$ cat config.mk
export PLATFORM = sky130hd
export DESIGN_NAME = mipi_rgb555_packer
export DESIGN_NICKNAME = d
export VERILOG_FILES = /design/src/rtl/mipi_rgb555_packer.sv
export SDC_FILE = /design/constraint.sdc
export NUM_CORES = 1
export LEC_CHECK = 0
export BUFFER_PORTS_ARGS = -buffer_cell sky130_fd_sc_hd__buf_2
export CAP_MARGIN = 10
export CORE_ASPECT_RATIO = 0.6
export CORE_MARGIN = 3
export CORE_UTILIZATION = 40
export DETAILED_ROUTE_END_ITERATION = 12
export REMOVE_ABC_BUFFERS = 1
export SYNTH_ARGS = -nofsm -noshare
export SYNTH_HDL_FRONTEND = slang
export SYNTH_SLANG_ARGS = --single-unit
$ cat constraint.sdc
create_clock -name clk_clk -period 2.5 [get_ports clk_clk]
set_input_delay 0.25 -clock clk_clk [delete_from_list [all_inputs] [get_ports clk_clk]]
set_output_delay 0.25 -clock clk_clk [all_outputs]
set_load 0.02 [all_outputs]
$ cat src/rtl/mipi_rgb555_packer.sv
// mipi_rgb555_packer: MIPI RGB888 stream -> cropped RGB555 arbiter write stream; optional dither via MIPI_RGB555_DITHER_EN
module mipi_rgb555_packer #(
    parameter int IMG_W   = 640,
    parameter int IMG_H   = 480,
    parameter int CROP_X0 = 0,
    parameter int CROP_Y0 = 0,
    parameter int OUT_W   = 640,
    parameter int OUT_H   = 480
) (
    input  logic        clk_clk,
    input  logic        reset_reset,
    input  logic [23:0] mipi_st_data,
    input  logic        mipi_st_start,
    input  logic        mipi_st_dv,
    output logic [14:0] arb_mipi_data,
    output logic        arb_mipi_dv,
    output logic        arb_mipi_start,
    output logic [15:0] frame_cnt,
    output logic        frame_err,
    output logic        in_frame
);
    localparam int XW = $clog2(IMG_W > 1 ? IMG_W : 2);
    localparam int YW = $clog2(IMG_H > 1 ? IMG_H : 2);

    typedef enum logic {IDLE, ACTIVE} state_t;

    state_t      state_q, state_d;
    logic [XW-1:0] x_q, x_d, px;
    logic [YW-1:0] y_q, y_d, py;
    logic [15:0] cnt_q, cnt_d;
    logic        err_q, err_d;
    logic        s1_v_q, s1_v_d, s1_start_q, s1_start_d;
    logic [23:0] s1_pix_q, s1_pix_d;
    logic        out_dv_q, out_dv_d, out_start_q, out_start_d;
    logic [14:0] out_data_q, out_data_d, rgb;
    logic        accept, last_x, last, pass;
`ifdef MIPI_RGB555_DITHER_EN
    logic        s1_x0_q, s1_x0_d, s1_y0_q, s1_y0_d;
    logic [7:0]  thr;

    function automatic logic [4:0] dith5(input logic [7:0] c, input logic [7:0] t);
        logic [8:0] s;
        s = {1'b0, c} + {1'b0, t};
        return s[8] ? 5'h1f : s[7:3];
    endfunction
`endif

    // Frame tracking: a start beat is always pixel (0,0); otherwise the beat takes the held position
    always_comb begin
        accept  = mipi_st_dv && (mipi_st_start || state_q == ACTIVE);
        px      = mipi_st_start ? '0 : x_q;
        py      = mipi_st_start ? '0 : y_q;
        last_x  = int'(px) == IMG_W - 1;
        last    = last_x && int'(py) == IMG_H - 1;
        pass    = accept && int'(px) >= CROP_X0 && int'(px) < CROP_X0 + OUT_W
                         && int'(py) >= CROP_Y0 && int'(py) < CROP_Y0 + OUT_H;
        state_d = state_q;
        x_d     = x_q;
        y_d     = y_q;
        cnt_d   = cnt_q;
        err_d   = mipi_st_dv && mipi_st_start && state_q == ACTIVE;
        if (accept) begin
            state_d = last ? IDLE : ACTIVE;
            cnt_d   = last ? cnt_q + 16'd1 : cnt_q;
            x_d     = last_x ? '0 : px + 1'b1;
            y_d     = last ? '0 : (last_x ? py + 1'b1 : py);
        end
        s1_v_d     = pass;
        s1_start_d = pass && int'(px) == CROP_X0 && int'(py) == CROP_Y0;
        s1_pix_d   = mipi_st_data;
`ifdef MIPI_RGB555_DITHER_EN
        s1_x0_d    = px[0];
        s1_y0_d    = py[0];
`endif
    end

    // Stage 2: colour conversion of the stage-1 pixel; idle cycles drive zero data
    always_comb begin
`ifdef MIPI_RGB555_DITHER_EN
        thr = s1_y0_q ? (s1_x0_q ? 8'd2 : 8'd6) : (s1_x0_q ? 8'd4 : 8'd0);
        rgb = {dith5(s1_pix_q[23:16], thr), dith5(s1_pix_q[15:8], thr), dith5(s1_pix_q[7:0], thr)};
`else
        rgb = {s1_pix_q[23:19], s1_pix_q[15:11], s1_pix_q[7:3]};
`endif
        out_data_d  = s1_v_q ? rgb : '0;
        out_dv_d    = s1_v_q;
        out_start_d = s1_start_q;
    end

    // All state; reset discards in-flight pixels
    always_ff @(posedge clk_clk or posedge reset_reset) begin
        if (reset_reset) begin
            state_q     <= IDLE;
            x_q         <= '0;
            y_q         <= '0;
            cnt_q       <= '0;
            err_q       <= 1'b0;
            s1_v_q      <= 1'b0;
            s1_start_q  <= 1'b0;
            s1_pix_q    <= '0;
            out_dv_q    <= 1'b0;
            out_start_q <= 1'b0;
            out_data_q  <= '0;
`ifdef MIPI_RGB555_DITHER_EN
            s1_x0_q     <= 1'b0;
            s1_y0_q     <= 1'b0;
`endif
        end else begin
            state_q     <= state_d;
            x_q         <= x_d;
            y_q         <= y_d;
            cnt_q       <= cnt_d;
            err_q       <= err_d;
            s1_v_q      <= s1_v_d;
            s1_start_q  <= s1_start_d;
            s1_pix_q    <= s1_pix_d;
            out_dv_q    <= out_dv_d;
            out_start_q <= out_start_d;
            out_data_q  <= out_data_d;
`ifdef MIPI_RGB555_DITHER_EN
            s1_x0_q     <= s1_x0_d;
            s1_y0_q     <= s1_y0_d;
`endif
        end
    end

    assign arb_mipi_data  = out_data_q;
    assign arb_mipi_dv    = out_dv_q;
    assign arb_mipi_start = out_start_q;
    assign frame_cnt      = cnt_q;
    assign frame_err      = err_q;
    assign in_frame       = state_q == ACTIVE;
endmodule

==> flow_metrics.env, run 1 <==
export IMPL_status="finished, final reports clean"
export IMPL_finalSetupTns_ns=0
export IMPL_routabilityCongestion=0.8360
export IMPL_fin_ws_ns=0.2821
export IMPL_core_region_area_sq_um=6993
export IMPL_grtUsageTotal_pct=15.49
export IMPL_yosys_area_top_type="dfrtp_1"
export IMPL_ys_top_cells_by_area="dfrtp_1 (59%), xnor2_1 (3.8%), and2_1 (3.3%)"
export IMPL_synth_cell_types=52
export IMPL_drtPass1Iterations=4
export IMPL_grt_max_degree=49
export IMPL_power_density_nw_per_um2=719.1
export IMPL_tightest_slew_ns=0.5459
export IMPL_worstPathMaxFanout=11
export IMPL_startpoint_type="flop"
export IMPL_wl_mm=6.145
export IMPL_hold_viol=0
export IMPL_die_h_um=73.35
export IMPL_cts_tree="built"
export IMPL_numCtsBuffers=9
export IMPL_finish_instance_area_sq_um=3747
export IMPL_ys_flop_type="dfrtp_1"
export IMPL_synthCells=261
export IMPL_nets=354
export IMPL_clk_latency_ns=0.33
export IMPL_area_growth_pct=23.91
export IMPL_root_buffer="clkbuf_16"
export IMPL_synth_edff_count=0
export IMPL_reg2reg_slack_ns=0.28
export IMPL_boundaryPins=63
export IMPL_dpl_cell_area_sq_um=3418
export IMPL_dp_final_hpwl_mm=4.323
export IMPL_vdd_ir_drop_max_mv=0.3631
export IMPL_synth_seq_cells=71
export IMPL_endpoint_kind="flop"
export IMPL_fin_crit_sh_pct=88.72
export IMPL_io_buffers=53
export IMPL_syn_area_sq_um=3024
export IMPL_mostFrequentLayoutCell="dfrtp_1"
export IMPL_grt_pass1_vias=2131
export IMPL_wl_per_cell_um=14.39
export IMPL_rsz0062_at_grt="false"
export IMPL_antenna_left=0
export IMPL_cts_max_level=3
export IMPL_ctsResizeCount=0
export IMPL_cts_sinks=71
export IMPL_first_iter_violations=125
export IMPL_crit_required_ns=2.71
export IMPL_setup_viol=0
export IMPL_ys_seq_area_share_pct=58.75
export IMPL_drive_above_1_share_pct=28.13
export IMPL_diodes=0
export IMPL_overflow=0
export IMPL_drc=0
export IMPL_die_area_sq_um=8674
export IMPL_crit_chain="nor2b_1 > ha_1 > and3_1 > and4_1 > nand3_1 > o41ai_1"
export IMPL_whs_ns=0.02395
export IMPL_fin_skew_ns=0.005360
export IMPL_critical_path_slowest_cell="and4_1"
export IMPL_clock_path_buffers=2
export IMPL_async_flop_share_pct=100.0
export IMPL_p_leak_nw=1.885
export IMPL_final_cell_mix="dfrtp_1 (71), buf_2 (53), nand2_1 (21)"
export IMPL_finalMaxSlewViolations=0
export IMPL_slowest_delay_ns=0.53
export IMPL_cts_setup_buffers=0
export IMPL_antenna_found_initial=0
export IMPL_rows=23
export IMPL_finalCriticalPeriod_ns=2.218
export IMPL_hp_class="primary input to flop"
export IMPL_postCtsHoldBufs=1
export IMPL_critical_path_class="flop to flop"
export IMPL_path_clk_slew_ns=0.06
export IMPL_yosysTopAreaCellShare_pct=58.75
export IMPL_die_x_um=118.3
export IMPL_fmax_mhz=450.9
export IMPL_routed_via_density=5.126
export IMPL_drv_cap=0
export IMPL_num_vias=2189
export IMPL_grt_first_pass_wirelength_mm=10.47
export IMPL_postLayoutCoreUtil_pct=53.59
export IMPL_start_util_pct=43.25
export IMPL_slew_headroom_pct=63.37
export IMPL_syn_avg_cell_area_sq_um=11.59
export IMPL_place_ws_ns=0.2088
export IMPL_arrival_ns=2.43
export IMPL_ys_warn_count=0
-- worst max-delay path, delay by kind of cell (launching register included) --
kind | cells | cell delay, ns
compound gates | 1 | 0.28
flops | 1 | 0.39
fa+ha+maj | 1 | 0.21
simple gates | 4 | 1.22
-- through the flow --
stage / std cells / power, W
6_report: 427 / 0.002695
3_5_place_dp: 410 / 0.001406
2_1_floorplan: 249 / 0.001328
3_3_place_gp: 410 / 0.001401
5_1_grt: 427 / 0.002791
4_1_cts: 427 / 0.002727
-- per-layer routing --
metal  wire length [um]  global-route usage [%]  vias up
met5                  0                       0        -
met4                118                   7.792        0
met3                349                   4.846       12
met2               2528                   22.20       59
met1               3148                   21.36     1075
li1                   -                       -     1043
-- final timing paths --
kind,startpoint,end,depth (start not counted)
setup / recovery,x_q[1],y_q[5],6
hold / removal,mipi_st_data[4],s1_pix_q[4],1
setup reg to reg,x_q[1],y_q[5],6
hold reg to reg,out_start_d,arb_mipi_start,0
max in group asynchronous,reset_reset,s1_pix_q[19],4
min in group asynchronous,reset_reset,frame_cnt[14],3
-- synthesized netlist by cell type, types with 3 or more instances --
library cell  instances
mux2i_1               5
and4_1                3
nand2_1              21
nor4_1                4
and2_1               16
dfrtp_1              71
nand4_1               9
inv_1                 4
nor2b_1               5
nor2_1               10
xnor2_1              13
xor2_1                3
clkbuf_1              5
buf_2                 3
o21ai_0              17
ha_1                  4
and3_1                9
nand3_1              14
a21oi_1               5
-- cells by family (layout without fill, tap and decap cells) --
kind of cell	after synthesis	after routing	synth area share, %
multiplexers	6	6	2.151
AND/OR/NAND/NOR	111	111	22.38
XOR/XNOR	16	16	4.634
AO/OA/AOI/OAI	37	37	7.654
flip-flops	71	71	58.75
buffers and inverters	16	82	2.772
adder cells (fa/ha/maj)	4	4	1.655
-- where the power goes --
part           internal [W]  total, W  switching, W
Sequential          0.00119   0.00122     0.0000253
Clock              0.000854   0.00131      0.000457
Combinational     0.0000632  0.000164      0.000101
Total               0.00211   0.00269      0.000583
-- cell type report --
| class | instances | area [sq um] |
|---|---|---|
| repair buffers | 62 | 347.8 |
| clock buffers | 12 | 266.5 |
| fillers | 627 | 3246 |
| clock inverters | 4 | 52.55 |
| multi-input cells | 174 | 1164 |
| flip-flops and latches | 71 | 1777 |
| inverters | 4 | 15.01 |
| well taps | 100 | 125.1 |
-- flip-flops by register name, summed over array words and instances (netlist names) --
name and cells:
x_q 10, in_frame 1, out_start_d 1, out_dv_d 1
frame_cnt 16, frame_err 1, arb_mipi_start 1, arb_mipi_data 15
s1_pix_q 15, y_q 9, arb_mipi_dv 1
(Power assumes the default switching activity.)
==> run 2: changes to the inputs <==
PLACE_DENSITY_LB_ADDON = 0.3   (was unset)
==> flow_metrics.env, run 2 (synthesis results as in run 1) <==
export IMPL_dr_max_layer_used="met4"
export IMPL_worstPathMaxFanout=12
export IMPL_fmax_mhz=459.0
export IMPL_drc=0
export IMPL_slew_headroom_pct=70.22
export IMPL_grtUsageTotal_pct=15.49
export IMPL_start_util_pct=43.25
export IMPL_die_area_sq_um=8674
export IMPL_antenna_found_initial=0
export IMPL_rows=23
export IMPL_routabilityCongestion=0.8021
export IMPL_antenna_left=0
export IMPL_wl_per_cell_um=14.02
export IMPL_postLayoutCoreUtil_pct=53.48
export IMPL_fin_crit_sh_pct=87.15
export IMPL_cts_tree="built"
export IMPL_clk_latency_ns=0.33
export IMPL_postCtsHoldBufs=0
export IMPL_cts_sinks=71
export IMPL_fin_skew_ns=0.004285
export IMPL_nets=355
export IMPL_area_growth_pct=23.67
export IMPL_wl_met1_mm=3.063
export IMPL_finalSetupTns_ns=0
export IMPL_core_region_area_sq_um=6993
export IMPL_grt_first_pass_wirelength_mm=10.49
export IMPL_drive_above_1_share_pct=28.66
export IMPL_regToRegStartpoint="x_q[1]"
export IMPL_final_cell_mix="dfrtp_1 (71), buf_2 (53), nand2_1 (21)"
export IMPL_overflow=0
export IMPL_endpoint_kind="flop"
export IMPL_tightest_slew_ns=0.4467
export IMPL_power_density_nw_per_um2=710.3
export IMPL_mostFrequentLayoutCell="dfrtp_1"
export IMPL_drv_cap=0
export IMPL_setup_viol=0
export IMPL_critPathBufInv=0
export IMPL_largest_reg_flops=16
export IMPL_critical_path_slowest_cell="and4_1"
export IMPL_die_h_um=73.35
export IMPL_cp_top_family="simple AND/OR/NAND/NOR gates"
export IMPL_startpoint_type="flop"
export IMPL_drtPass1Iterations=4
export IMPL_cts_setup_buffers=0
export IMPL_met3_length_um=400
export IMPL_io_buffers=53
export IMPL_met2WireLength_mm=2.469
export IMPL_dp_final_hpwl_mm=4.221
export IMPL_critical_path_class="flop to flop"
export IMPL_cts_max_level=3
export IMPL_wl_mm=6.001
export IMPL_p_leak_nw=1.878
export IMPL_num_vias=2138
export IMPL_clock_path_buffers=2
export IMPL_grt_max_degree=72
export IMPL_nFillCells=608
export IMPL_status="finished, final reports clean"
export IMPL_crit_start="x_q[1]"
export IMPL_first_iter_violations=142
export IMPL_root_buffer="clkbuf_16"
export IMPL_numCtsBuffers=9
export IMPL_crit_required_ns=2.74
export IMPL_finalCriticalPeriod_ns=2.179
export IMPL_arrival_ns=2.42
export IMPL_rsz0062_at_grt="false"
export IMPL_slowest_delay_ns=0.53
export IMPL_grt_pass1_vias=2087
export IMPL_hold_viol=0
export IMPL_routed_via_density=4.995
export IMPL_boundaryPins=63
export IMPL_reg2reg_slack_ns=0.32
export IMPL_ctsResizeCount=0
export IMPL_vdd_ir_drop_max_mv=0.3473
export IMPL_finalMaxSlewViolations=0
export IMPL_die_x_um=118.3
export IMPL_crit_chain="nor2b_1 > ha_1 > and3_1 > and4_1 > nand4_1 > mux2i_1 > o21ai_0"
export IMPL_hp_class="primary input to async pin"
export IMPL_diodes=0
export IMPL_path_clk_slew_ns=0.06
## run 2: cell types whose count changed in the layout (fill, tap and decap cells not counted)
cell	change
clkbuf_8	-2
buf_4	+2
clkinvlp_4	+2
inv_6	+1
clkinv_4	-1
dlygate4sd3_1	-1
## run 2: worst reg2reg max path: cells and delay by family, from the launching register on
family	cells	cell delay, ns
DFF	1	0.39
muxes	1	0.15
and+or+nand+nor	4	1.22
adders and majority gates	1	0.19
AOI/OAI and AO/OA	1	0.15
## run 2: layout make-up
cell class | count | area [sq um] | share of cell area, %
clock inverter | 6 | 67.56 | 1.807
inverter | 4 | 15.01 | 0.4015
clock buffer | 10 | 239.0 | 6.390
sequential | 71 | 1777 | 47.51
tap | 100 | 125.1 | 3.346
multi-input combinational | 174 | 1164 | 31.11
timing repair buffer | 63 | 352.8 | 9.435
## run 2: layer usage
| metal | global-route usage (%) | vias to the layer above |
|---|---|---|
| li1 | - | 1046 |
| met1 | 21.86 | 1021 |
| met2 | 22.14 | 62 |
| met3 | 5.615 | 9 |
| met4 | 5.325 | 0 |
| met5 | 0 | - |
## run 2: final timing paths
path / to / cells past startpoint
worst max register to register: y_q[6] / 7
worst min register to register: arb_mipi_start / 0
worst min-delay path: frame_cnt[15] / 3
min in group clk_clk: s1_pix_q[11] / 1
max in group asynchronous: x_q[5] / 3
worst max-delay path: y_q[6] / 7
## run 2: stage by stage
stage          hold WS [ns]  setup WS, ns  std cells  cell area, sq um  total power [W]
2_1_floorplan        0.2814        0.4534        249              2955         0.001328
3_3_place_gp         0.3336        0.3078        412              3433         0.001401
3_5_place_dp         0.3503        0.2934        412              3433         0.001404
4_1_cts            0.008232        0.3141        428              3740         0.002695
5_1_grt            0.009907       0.07820        428              3740         0.002770
6_report          0.0003774        0.3214        428              3740         0.002656
## run 2: power breakdown
part	switching, W	internal [W]	total, W
Sequential	0.0000253	0.00119	0.00122
Clock	0.000474	0.000802	0.00128
Combinational	0.0000991	0.0000629	0.000162
Total	0.000598	0.00206	0.00266
==> run 3: changes to the inputs <==
GPL_TIMING_DRIVEN = 0   (was unset)
==> flow_metrics.env, run 3 (synthesis results as in run 1) <==
export IMPL_crit_required_ns=2.72
export IMPL_vdd_ir_drop_max_mv=0.3304
export IMPL_nets=346
export IMPL_overflow=0
export IMPL_cts_sinks=71
export IMPL_worstPathMaxFanout=7
export IMPL_fin_crit_sh_pct=90.74
export IMPL_die_area_sq_um=8674
export IMPL_antenna_left=0
export IMPL_endpoint_kind="flop"
export IMPL_startpoint_type="flop"
export IMPL_p_sw_w=0.0006017
export IMPL_slew_headroom_pct=43.04
export IMPL_wl_mm=6.114
export IMPL_power_share_switching_pct=22.90
export IMPL_grtUsageTotal_pct=15.53
export IMPL_numCtsBuffers=9
export IMPL_hp_class="primary input to flop"
export IMPL_area_growth_pct=21.43
export IMPL_arrival_ns=2.48
export IMPL_p_leak_nw=1.846
export IMPL_hold_viol=0
export IMPL_first_iter_violations=207
export IMPL_dpl_cell_area_sq_um=3367
export IMPL_tightest_slew_ns=0.8544
export IMPL_grt_max_degree=72
export IMPL_fin_ws_ns=0.2316
export IMPL_io_buffers=53
export IMPL_finalMaxSlewViolations=0
export IMPL_path_clk_slew_ns=0.06
export IMPL_power_density_nw_per_um2=715.6
export IMPL_critical_path_class="flop to flop"
export IMPL_rows=23
export IMPL_setup_viol=0
export IMPL_fmax_mhz=440.8
export IMPL_clk_latency_ns=0.33
export IMPL_die_x_um=118.3
export IMPL_cts_setup_buffers=0
export IMPL_power_w=0.002628
export IMPL_finalSetupTns_ns=0
export IMPL_grt_first_pass_wirelength_mm=10.35
export IMPL_antenna_found_initial=0
export IMPL_dp_final_hpwl_mm=4.105
export IMPL_routed_via_density=5.074
export IMPL_die_h_um=73.35
export IMPL_root_buffer="clkbuf_16"
export IMPL_multi_input_area_sq_um=1175
export IMPL_fin_skew_ns=0.005071
export IMPL_p_int_w=0.002026
export IMPL_final_cell_mix="dfrtp_1 (71), buf_2 (53), nand2_1 (21)"
export IMPL_place_ws_ns=-0.1216
export IMPL_routabilityCongestion=0.8103
export IMPL_grt_pass1_vias=1985
export IMPL_drtPass1Iterations=4
export IMPL_cts_tree="built"
export IMPL_seqCellArea_sq_um=1777
export IMPL_diodes=0
export IMPL_mostFrequentLayoutCell="dfrtp_1"
export IMPL_pwr_share_seq_pct=46.4
export IMPL_clock_path_buffers=2
export IMPL_drive_above_1_share_pct=26.96
export IMPL_start_util_pct=43.25
export IMPL_finish_instance_area_sq_um=3672
export IMPL_num_vias=2126
export IMPL_cts_max_level=3
export IMPL_boundaryPins=63
export IMPL_core_region_area_sq_um=6993
export IMPL_ctsResizeCount=0
export IMPL_nFillCells=622
export IMPL_postLayoutCoreUtil_pct=52.51
export IMPL_postCtsHoldBufs=0
export IMPL_p_clk_share_pct=47.7
export IMPL_status="finished, final reports clean"
export IMPL_drv_cap=0
export IMPL_finalCriticalPeriod_ns=2.268
export IMPL_drc=0
export IMPL_wl_per_cell_um=14.59
export IMPL_combPwrFrac_pct=5.9
export IMPL_largest_reg_flops=16
export IMPL_rsz0062_at_grt="false"
[run 3: changes by cell type in the layout (fill, tap and decap cells not counted), sizes merged]
| cell | delta |
|---|---|
| buf | -9 |
| clkinv | +1 |
| clkinvlp | -1 |
[run 3: final cells by class]
type | instances | share of cell area, %
Inverter | 4 | 0.4770
Clock buffer | 10 | 6.235
Multi-Input combinational cell | 174 | 31.99
Timing Repair Buffer | 54 | 7.632
Tap cell | 100 | 3.407
Clock inverter | 6 | 1.874
Sequential cell | 71 | 48.38
[run 3: power by group through the flow]
stage	Combinational (W)	Sequential (W)	Clock (W)
final	0.000156	0.00122	0.00125
after detailed placement	0.000159	0.00124	0
after CTS	0.000160	0.00122	0.00129
after global placement	0.000153	0.00124	0
after floorplan	0.0000724	0.00126	0
after global routing	0.000177	0.00122	0.00134
[run 3: layer usage]
metal | wire [um] | GRT usage (%) | part of all wire (%)
met1 | 3082 | 22.77 | 50
met2 | 2499 | 20.75 | 41
met3 | 478 | 6.154 | 7.8
met4 | 54 | 5.065 | 0.88
met5 | 0 | 0 | 0
[run 3: per-stage QoR]
stage,std cells,hold slack [ns]
final,419,0.02210
after global routing,419,0.005304
after CTS,419,0.01023
after detailed placement,403,0.3496
after global placement,402,0.3334
after floorplan,249,0.2814
[run 3: critical path: stages (launching register included)]
cell and delay (ns):
dfrtp_1 0.40, nor2b_1 0.19, ha_1 0.20, and3_1 0.33, nand3_1 0.18, nor3_4 0.41, nand2_2 0.13, mux2_4 0.32
[run 3: worst paths after layout]
check | cells after the start | end | slack (ns) | startpoint
min | 1 | s1_pix_q[5] | 0.02 | mipi_st_data[5]
min in group asynchronous | 2 | arb_mipi_data[11] | 0.10 | reset_reset
max | 7 | frame_cnt[1] | 0.23 | x_q[1]
max reg2reg | 7 | frame_cnt[1] | 0.23 | x_q[1]
min reg2reg | 0 | arb_mipi_start | 0.36 | out_start_d
max in group asynchronous | 2 | s1_pix_q[13] | 1.84 | reset_reset
